[src/rtl/status_flags_unit.sv]
// Status flag generator and holder (Z, N, C, V) with a small save/restore LIFO
// used across CALL/RET and interrupt entry/exit.
module status_flags_unit #(
  parameter int unsigned WIDTH       = 8,
  parameter int unsigned STACK_DEPTH = 4,
  localparam int unsigned CNT_W      = $clog2(STACK_DEPTH + 1)
) (
  input  logic             clk,
  input  logic             reset,
  input  logic [WIDTH-1:0] alu_a,
  input  logic [WIDTH-1:0] alu_b,
  input  logic [WIDTH-1:0] alu_result,
  input  logic             alu_arith,
  input  logic             alu_sub,
  input  logic             flags_write,
  input  logic             flags_push,
  input  logic             flags_pop,
  output logic             flag_z,
  output logic             flag_n,
  output logic             flag_c,
  output logic             flag_v,
  output logic [CNT_W-1:0] stack_count,
  output logic             stack_full,
  output logic             stack_empty,
  output logic             stack_err
);

  localparam int unsigned SUM_W = WIDTH + 1;
  localparam int unsigned IDX_W = $clog2(STACK_DEPTH);
  localparam int unsigned MSB   = WIDTH - 1;

  // Stored flags packed as {Z, N, C, V}
  logic [3:0]       flags_q;
  logic [3:0]       lifo [STACK_DEPTH];

  logic [WIDTH-1:0] b_eff_c;
  logic [SUM_W-1:0] sum_c;
  logic [3:0]       new_flags_c;
  logic             push_ok_c;
  logic             pop_ok_c;
  logic             err_set_c;
  logic [CNT_W-1:0] count_nxt_c;
  logic [IDX_W-1:0] push_idx_c;
  logic [IDX_W-1:0] pop_idx_c;

  // Flag derivation from the ALU operands and result
  always_comb begin
    b_eff_c        = alu_sub ? ~alu_b : alu_b;
    sum_c          = {1'b0, alu_a} + {1'b0, b_eff_c} + SUM_W'(alu_sub);
    new_flags_c    = '0;
    new_flags_c[3] = (alu_result == '0);
    new_flags_c[2] = alu_result[MSB];
    if (alu_arith) begin
      new_flags_c[1] = sum_c[WIDTH];
      if (alu_sub) begin
        new_flags_c[0] = (alu_a[MSB] != alu_b[MSB]) && (alu_result[MSB] != alu_a[MSB]);
      end else begin
        new_flags_c[0] = (alu_a[MSB] == alu_b[MSB]) && (alu_result[MSB] != alu_a[MSB]);
      end
    end
  end

  // Stack operation qualification; simultaneous push and pop cancel out
  always_comb begin
    push_ok_c   = flags_push && !flags_pop && !stack_full;
    pop_ok_c    = flags_pop && !flags_push && !stack_empty;
    err_set_c   = (flags_push && !flags_pop && stack_full) ||
                  (flags_pop && !flags_push && stack_empty);
    push_idx_c  = IDX_W'(stack_count);
    pop_idx_c   = IDX_W'(stack_count - CNT_W'(1));
    count_nxt_c = stack_count;
    if (push_ok_c) begin
      count_nxt_c = stack_count + CNT_W'(1);
    end else if (pop_ok_c) begin
      count_nxt_c = stack_count - CNT_W'(1);
    end
  end

  // Flag register, occupancy and sticky error
  always_ff @(posedge clk or posedge reset) begin
    if (reset) begin
      flags_q     <= '0;
      stack_count <= '0;
      stack_full  <= 1'b0;
      stack_empty <= 1'b1;
      stack_err   <= 1'b0;
    end else begin
      if (pop_ok_c) begin
        flags_q <= lifo[pop_idx_c];
      end else if (flags_write) begin
        flags_q <= new_flags_c;
      end
      stack_count <= count_nxt_c;
      stack_full  <= (count_nxt_c == CNT_W'(STACK_DEPTH));
      stack_empty <= (count_nxt_c == '0);
      if (err_set_c) begin
        stack_err <= 1'b1;
      end
    end
  end

  // LIFO storage; contents are meaningless while unoccupied, so no reset
  always_ff @(posedge clk) begin
    if (push_ok_c) begin
      lifo[push_idx_c] <= flags_q;
    end
  end

  assign flag_z = flags_q[3];
  assign flag_n = flags_q[2];
  assign flag_c = flags_q[1];
  assign flag_v = flags_q[0];

endmodule
[config.mk]
export PLATFORM = sky130hd
export DESIGN_NAME = status_flags_unit
export DESIGN_NICKNAME = d
export VERILOG_FILES = /design/src/rtl/status_flags_unit.sv
export SDC_FILE = /design/constraint.sdc
export NUM_CORES = 1
export LEC_CHECK = 0
export ABC_CLOCK_PERIOD_IN_PS = 1900
export CAP_MARGIN = 30
export CORE_MARGIN = 5
export CORE_UTILIZATION = 45
export CTS_CLUSTER_SIZE = 28
export DETAILED_ROUTE_END_ITERATION = 12
export PLACE_DENSITY = 0.76
export REMOVE_ABC_BUFFERS = 1
export SYNTH_ARGS = -nofsm -noshare
export SYNTH_HDL_FRONTEND = slang
export SYNTH_SLANG_ARGS = --single-unit
[constraint.sdc]
create_clock -name clk -period 1.9 [get_ports clk]
set_input_delay 0.19 -clock clk [delete_from_list [all_inputs] [get_ports clk]]
set_output_delay 0.19 -clock clk [all_outputs]
set_load 0.01 [all_outputs]
==> results by group <==
Logic synthesis
  – Synth cell types: 33
  – Fraction of post-synthesis cell area in the top cell type by area: 33.7%
  – Mean Syn Cell Area: 12.8 um^2
  – Cell count after synthesis: 111
  – Synth cell count leaders: edfxtp_1 (16), ha_1 (11), dfrtp_1 (9)
  – Number of flops mapped to enable cells by yosys: 16
  – Yosys reg bits: 26
  – Dominant cell by count in the synthesized netlist: edfxtp_1
  – Cell taking the most area after synthesis: edfxtp_1
  – Primary FF master, synth: edfxtp_1
  – Post-synth ARST share: 38.5%
  – Post-Syn Area: 1420 um^2
  – Sequential share of the synthesized area: 51.4%
  – Synth top area cells: edfxtp_1 (34%), dfrtp_1 (16%), ha_1 (9.7%), mux4_2 (6.3%), xor2_1 (4.3%)
  – Synth Warn #: 0

Clocking
  – TritonCTS Buffers: 3
  – Sink Count: 26
  – Clock Tree Buf Depth: 2
  – Clock Latency Late Sink: 320 ps
  – Clock slew at reported path FFs: 130 ps
  – CTS tree: built
  – Postcts setup bufs: 0
  – Root Buffer: clkbuf_4
  – H-tree levels: 1

Detailed routing
  – Final wirelength: 2950 um
  – 1st-pass router iterations: 4
  – Antenna-violating nets left: 0
  – 1st-iter DRT viols: 63
  – Via/cell ratio: 5.03
  – DR vias: 995
  – WL per Instance: 14.9 um
  – DRC: 0

Setup path
  – Worst-path fanout max: 7
  – Slowest CP cell: dfrtp_1
  – CP arrival: 1910 ps
  – Startpoint types: register
  – Worst path max stage delay: 470 ps
  – Critical path type: register to register
  – Data required, critical path: 2120 ps
  – Buf/Inv on CP: 1
  – CP delay by family, top: flip-flops
  – Setup crit end kind: register
  – Worst R2R Setup Slack: 210 ps
  – CP cell instances: inv_1 > ha_2 > mux2i_1 > a2bb2oi_1 > nor2b_1
  – Worst R2R Start: stack_count[1]
  – Reg2reg path depth: 5
  – Worst r2r dst: stack_full

Floorplan
  – Die ar.: 4390 um^2
  – I/O Pins: 41
  – Core ar.: 3050 um^2
  – Initial Util: 46.6%
  – Die Span Y: 66.3 um
  – Die Width: 66.3 um
  – Rows: 20

Outcome
  – Status: finished clean

Pwr
  – VDD IR-drop max: 0.672 mV
  – Cell Pwr Density: 1150 nW/um^2
  – Static Leak: 0.760 nW

Global route
  – Initial antenna violation count: 0
  – First-pass GRT wire length: 4920 um
  – Largest net degree at the start of global routing: 16
  – GRT Residual Overflow: 0
  – Total global-route track usage: 15.1%
  – Via count of the first global-routing pass: 1,087

Timing
  – Final Cycle Share: 89.2%
  – Clock skew: 2.55 ps
  – Sum of negative setup slack: 0 ps
  – Final-report hold violation count: 0
  – Measured slew at the worst slew-check pin: 407 ps
  – RSZ-0062 raised after global routing: false
  – Max Slew Vio Count: 0
  – Max frequency: 590 MHz
  – Setup violations, final: 0
  – Fin Hold WS: 140 ps
  – Slew HR: 72.8%
  – Final min period: 1690 ps

Placement
  – Placer Congestion: 0.740
  – DP HPWL: 2410 um
  – IO Port Bufs: 40

Cells and area
  – Area Overhead vs Synth: 36.2%
  – FILL cells: 263
  – Share of cells above drive strength 1: 11.7%
  – Fin nets: 197
  – # diodes: 0

Run
  – Max cap viols: 0

Min path
  – Hold WC Path Type: primary input to asynchronous set/reset pin
-- metrics by stage --
step | setup slack [ps] | power [mW] | utilization, % | area [um^2] | std cells
after floorplan | 144 | 1.43 | - | 1400 | 106
after global placement | 101 | 1.83 | 61.7 | 1880 | 194
after detailed placement | 23.6 | 1.87 | 61.7 | 1880 | 194
after CTS | 146 | 2.25 | 63.4 | 1940 | 198
after global routing | 49.7 | 2.39 | 63.5 | 1940 | 198
final | 206 | 2.23 | 63.5 | 1940 | 198
-- layer usage --
metal  wire length (um)  vias up  global-route usage (%)
met5                  0        -                       0
met4                 51        0                    7.11
met3                 89        4                    2.38
met2               1550       22                    26.4
met1               1260      477                    17.8
li1                   -      492                       -
-- cells by family after synthesis --
kind of cell | synth area share [%]
simple gates | 13.5
flops | 51.4
compound gates | 6.41
fa+ha+maj | 9.67
buf+inv | 3.08
xor+xnor | 6.06
mux | 9.84
-- timing repair --
item / in CTS / in global routing
setup endpoints to repair: 0 / 1
resized for setup: 0 / 1
hold buffers: 0 / 0
-- state kept, by name, summed over array words and instances (netlist names) --
register	cells
stack_full	1
stack_count	3
stack_err	1
flags_q	4
lifo	16
stack_empty	1
-- worst max path at each step --
stage                            end  depth (start not counted)           start
after floorplan           stack_full                          5  stack_count[0]
after CTS                 stack_full                          5  stack_count[1]
after global routing      stack_full                          5  stack_count[1]
final                     stack_full                          5  stack_count[1]
after detailed placement  flags_q[1]                          8         alu_sub
after global placement    flags_q[1]                          8         alu_sub
-- worst register-to-register path: cells and delay by family, from the launching register on --
family,cells,cell delay (ps)
flops,1,470
fa+ha+maj,1,450
mux,1,270
compound gates,1,250
buf+inv,1,90
simple gates,1,70
-- final cells by class --
cell class                 count  area [um^2]  share of cell area, %
clock buffer                   3         22.5                   1.16
clock inverter                 1         30.0                   1.55
inverter                       5         18.8                  0.968
multi-input combinational     75          651                   33.5
sequential                    26          732                   37.7
tap                           44         55.1                   2.84
timing repair buffer          44          430                   22.2
-- report_power, final --
group          total, mW  leakage (nW)  switching (mW)  internal, mW
combinational      0.966         0.466           0.431         0.535
clock              0.372        0.0279           0.158         0.213
sequential         0.894         0.267           0.115         0.779
-- cells in the final DEF (no fill, tap or decap), types with 2 or more instances in the layout --
cell,synthesis,final
clkdlybuf4s50_1,0,40
ha_1,11,10
nor4_1,2,2
clkbuf_4,0,3
o21ai_0,5,5
buf_4,1,4
mux4_2,4,4
mux2i_1,5,5
xor2_1,7,7
and2_1,4,4
a21oi_1,2,2
nor2_1,4,4
dfrtp_1,9,9
inv_1,5,5
nand3b_1,2,2
a31oi_1,3,3
nand3_1,4,4
nand2_1,5,5
nor2b_1,5,5
nand2b_1,2,2
edfxtp_1,16,16
Note: power is estimated with default switching activity, not from simulation.
